==> config.mk <==
export PLATFORM = sky130hd
export DESIGN_NAME = calc_result_bcd
export DESIGN_NICKNAME = d
export VERILOG_FILES = /design/src/rtl/calc_result_bcd.sv
export SDC_FILE = /design/constraint.sdc
export NUM_CORES = 1
export LEC_CHECK = 0
export CORE_UTILIZATION = 35
export DETAILED_ROUTE_END_ITERATION = 10
export GPL_TIMING_DRIVEN = 0
export SLEW_MARGIN = 20
export SYNTH_ARGS = -nofsm -noshare
export SYNTH_HDL_FRONTEND = slang
export SYNTH_SLANG_ARGS = --single-unit
export TNS_END_PERCENT = 10
==> constraint.sdc <==
create_clock -name clk -period 3 [get_ports clk]
set_input_delay 0.45 -clock clk [delete_from_list [all_inputs] [get_ports clk]]
set_output_delay 0.45 -clock clk [all_outputs]
set_load 0.05 [all_outputs]
==> src/rtl/calc_result_bcd.sv <==
// Sequential signed binary-to-BCD converter for the calculator display path.
// Iterative double-dabble: one magnitude bit per clock, single-cycle done pulse.
module calc_result_bcd #(
  parameter int nb   = 40,
  parameter int NDIG = 12
) (
  input  logic              clk,
  input  logic              rst_n,
  input  logic              start,
  input  logic [nb-1:0]     result,
  output logic              busy,
  output logic              done,
  output logic              sign,
  output logic [4*NDIG-1:0] digits,
  output logic              ovf
);

  // Enough digits that no intermediate value of any nb-bit magnitude is lost.
  localparam int NINT = NDIG + (nb * 302 + 999) / 1000 + 1;
  localparam int AW   = 4 * NINT;
  localparam int CW   = $clog2(nb + 1);

  typedef enum logic [0:0] {
    IDLE = 1'b0,
    CONV = 1'b1
  } state_t;

  function automatic logic [AW-1:0] add3_digits(input logic [AW-1:0] a);
    logic [AW-1:0] r;
    r = a;
    for (int i = 0; i < NINT; i++) begin
      if (a[4*i +: 4] >= 4'd5) begin
        r[4*i +: 4] = a[4*i +: 4] + 4'd3;
      end else begin
        r[4*i +: 4] = a[4*i +: 4];
      end
    end
    return r;
  endfunction

  state_t            state_r;
  logic [CW-1:0]     cnt_r;
  logic [AW-1:0]     acc_r;
  logic [nb-1:0]     mag_r;
  logic              sign_lat_r;
  logic              busy_r;
  logic              done_r;
  logic              sign_r;
  logic [4*NDIG-1:0] digits_r;
  logic              ovf_r;

  logic [nb-1:0]     abs_s;
  logic [AW-1:0]     acc_adj_s;
  logic [AW-1:0]     acc_shift_s;
  logic [nb-1:0]     mag_shift_s;
  logic              ovf_s;

  // Magnitude of the incoming result and one double-dabble step of the engine.
  always_comb begin
    abs_s       = {nb{1'b0}};
    acc_adj_s   = {AW{1'b0}};
    acc_shift_s = {AW{1'b0}};
    mag_shift_s = {nb{1'b0}};
    ovf_s       = 1'b0;
    if (result[nb-1]) begin
      abs_s = ~result + {{(nb-1){1'b0}}, 1'b1};
    end else begin
      abs_s = result;
    end
    acc_adj_s   = add3_digits(acc_r);
    acc_shift_s = {acc_adj_s[AW-2:0], mag_r[nb-1]};
    mag_shift_s = {mag_r[nb-2:0], 1'b0};
    // A bit shifted out of the top digit can only ever mean overflow.
    ovf_s       = (|acc_shift_s[AW-1:4*NDIG]) | acc_adj_s[AW-1];
  end

  // Control FSM, conversion datapath and registered outputs.
  always_ff @(posedge clk or negedge rst_n) begin
    if (!rst_n) begin
      state_r    <= IDLE;
      cnt_r      <= {CW{1'b0}};
      acc_r      <= {AW{1'b0}};
      mag_r      <= {nb{1'b0}};
      sign_lat_r <= 1'b0;
      busy_r     <= 1'b0;
      done_r     <= 1'b0;
      sign_r     <= 1'b0;
      digits_r   <= {(4*NDIG){1'b0}};
      ovf_r      <= 1'b0;
    end else begin
      done_r <= 1'b0;
      case (state_r)
        IDLE: begin
          if (start) begin
            sign_lat_r <= result[nb-1];
            mag_r      <= abs_s;
            acc_r      <= {AW{1'b0}};
            cnt_r      <= CW'(nb);
            busy_r     <= 1'b1;
            state_r    <= CONV;
          end else begin
            busy_r     <= 1'b0;
          end
        end
        CONV: begin
          acc_r <= acc_shift_s;
          mag_r <= mag_shift_s;
          cnt_r <= cnt_r - CW'(1);
          if (cnt_r == CW'(1)) begin
            state_r  <= IDLE;
            busy_r   <= 1'b0;
            done_r   <= 1'b1;
            sign_r   <= sign_lat_r;
            ovf_r    <= ovf_s;
            digits_r <= ovf_s ? {(4*NDIG){1'b0}} : acc_shift_s[4*NDIG-1:0];
          end else begin
            busy_r   <= 1'b1;
          end
        end
        default: begin
          state_r <= IDLE;
          busy_r  <= 1'b0;
        end
      endcase
    end
  end

  assign busy   = busy_r;
  assign done   = done_r;
  assign sign   = sign_r;
  assign digits = digits_r;
  assign ovf    = ovf_r;

endmodule

==> metrics.md <==
| Metric | Value |
|---|---|
| Maximum number of pins on one net before global-route repair | 89 |
| Die width | 187 um |
| TritonCTS clock tree | done |
| CP peak stage delay | 0.44 ns |
| DRT Wirelength | 34,700 um |
| Worst-case reg-to-reg path depth | 10 |
| GRT overflow | 0 |
| Worst-path cell chain | inv_1 -> ha_1 -> nand2b_1 -> nor3b_1 -> nand4b_1 -> nor4_2 -> o2111ai_2 -> clkbuf_2 -> buf_1 -> o31ai_1 |
| Slew @ Worst Pin | 0.838 ns |
| Pre-CTS setup slack | -0.810 ns |
| Worst-case clock buffer depth | 3 |
| Critical Path Start Type | flip-flop |
| Post-synth EDFFs | 0 |
| Total number of vias | 10,700 |
| Post-route DRC | 0 |
| Prevailing post-synth register cell | dfrtp_1 |
| DP HPWL | 24,700 um |
| PD cells | 970 nW/um2 |
| Initial DRC count | 687 |
| Register area share after synthesis | 0.422 |
| Cell count after synthesis | 1,387 |
| Slew Viols, Final | 0 |
| Clock root cell | clkbuf_16 |
| Fin nets | 1,609 |
| Status | finished, final reports clean |
| Initial Utilization | 0.357 |
| Busiest grt layer | met2 |
| Grt met1 use | 0.276 |
| Mapped Area | 12,000 um2 |
| Critical path endpoint category | flip-flop |
| Wirelength per Cell | 17.5 um |
| Die Area | 35,100 um2 |
| # IOs | 95 |
| Synth cell types | 55 |
| Global-route wire length before repair | 56,400 um |
| Worst-path fanout max | 10 |
| Max Cap Viol | 0 |
| Fraction of layout cells with a size suffix above 1 | 0.0667 |
| Bufs and invs on worst path | 3 |
| Antenna Cells | 0 |
| Worst EP required | 3.42 ns |
| GRT met2 Usage | 0.323 |
| Crit share post-route | 0.946 |
| Htree depth | 1 |
| Final worst setup slack | 0.161 ns |
| Core Rows | 67 |
| Commonest non-fill, non-tap cell in the layout | nand2_1 |
| Maximum clock frequency | 352 MHz |
| WP depth | 10 |
| Mapped Nets | 1,485 |
| Ys async rst share | 1.00 |
| Relative slew slack | 0.441 |
| Gpl congestion | 0.835 |
| Post-layout min period | 2.84 ns |
| Antenna violations before repair | 0 |
| Pwr Total | 14.1 mW |
| Setup CP Type | reg2reg |
| Vias in the first global route | 10,400 |
| YS warnings | 0 |
| Clock transition at path regs | 0.06 ns |
| Setup-failing EPs final | 0 |
| Maximum vdd ir drop | 421 uV |
| Drt pass-1 iters | 5 |
| CP max stage cell | dfrtp_1 |
| Filler cell count | 3,347 |
| Skew final | 0.00945 ns |
| Met3 usage | 0.0236 |
| Worst Hold Class | in2async |
| Pleak | 6.13 nW |
| Vias/cell | 5.40 |
| Die height | 187 um |
| CP arrival | 3.26 ns |
| CTS Buf Count | 25 |
| Port bufs | 92 |
| #FFs+latches synth | 203 |
| Synth-to-Final Area Change | 20.7% |
| Core Region | 33,700 um2 |
| Min Hold Slack | 0.389 ns |
| CP delay by family, top | simple AND/OR/NAND/NOR gates |
| Hold Vio Cnt, Final | 0 |
| Most frequent cells in the layout | nand2_1, dfrtp_1, o21ai_0 |
| Clk_lat worst skew | 0.52 ns |
| All-Layer GR Usage | 0.197 |
| Synthesized area per cell | 8.68 um2 |
| Clock Sinks | 203 |
| DRT antenna net count | 0 |
-- layout make-up --
type	count	area (um2)	area share
Multi-Input combinational cell	1041	6520	0.449
Sequential cell	203	5080	0.350
Clock buffer	41	776	0.0534
Buffer	83	333	0.0229
Timing Repair Buffer	98	1010	0.0697
Tap cell	448	561	0.0386
Clock inverter	4	22.5	0.00155
Inverter	59	221	0.0152
-- metal layers --
metal  wire length [um]  share of wire
met5                  0              0
met1              16300           0.47
met3               1660          0.048
met2              16100           0.46
met4                656          0.019
-- metrics by stage --
stage               utilization  TNS (ns)  area, um2  instances
floorplan                     -         0      12000       1387
detailed placement        0.403    -28.95      13600       1929
CTS                       0.429         0      14500       1977
global placement          0.401  -1552.81      13500       1927
global route              0.431  -0.00786      14500       1977
finish                    0.431         0      14500       1977
-- synth_stat cells, types with 23 or more instances --
cell	count	share of area
inv_1	58	0.018
o21ai_0	122	0.051
nand2_1	266	0.083
nand2b_1	24	0.012
o31ai_1	84	0.052
mux2i_1	38	0.032
nor2_1	48	0.015
nor3b_1	31	0.019
nand3_1	48	0.020
xnor2_1	43	0.031
clkbuf_1	72	0.022
a21oi_1	79	0.033
dfrtp_1	203	0.42
o22ai_1	23	0.012
ha_1	55	0.057
-- flip-flops by register name, summed over array words and instances, names as in the netlist --
| signal | cells |
|---|---|
| acc_r | 104 |
| busy | 1 |
| cnt_r | 6 |
| digits | 48 |
| done | 1 |
| mag_r | 40 |
| ovf | 1 |
| sign | 1 |
| sign_lat_r | 1 |
-- cells by family (layout without fill, tap and decap cells) --
| logic type | after synthesis | count (layout) | share of synthesized area |
|---|---|---|---|
| AOI/OAI and AO/OA | 369 | 369 | 0.193 |
| xor gates and xnor gates | 57 | 57 | 0.0415 |
| adders and majority gates | 55 | 55 | 0.0572 |
| buffers and inverters | 143 | 285 | 0.0452 |
| DFF | 203 | 203 | 0.422 |
| muxes | 39 | 39 | 0.0325 |
| and+or+nand+nor | 521 | 521 | 0.209 |
-- final timing paths --
| check | start | slack, ns | end |
|---|---|---|---|
| worst min-delay path | rst_n | 0.39 | acc_r[35] |
| worst max register to register | acc_r[64] | 0.16 | digits[44] |
| worst min register to register | digits[17] | 0.47 | digits[17] |
| worst max-delay path | acc_r[64] | 0.16 | digits[44] |
| max in group asynchronous | rst_n | 1.43 | acc_r[80] |
| min in group clk | digits[17] | 0.47 | digits[17] |
-- timing repair --
item                                    CTS  global route
hold endpoints to repair                 30             0
endpoints found under the setup margin   49            45
resized for setup                        22            16
setup buffers                             2             1
pin swaps                                 1             1
hold buffers                              1             0
-- power breakdown --
group	internal [mW]	total [mW]	switching, mW
sequential	3.69	4.66	0.971
clock	1.75	2.93	1.18
combinational	2.67	6.51	3.83
No activity file was read; power rests on OpenSTA's default activity.
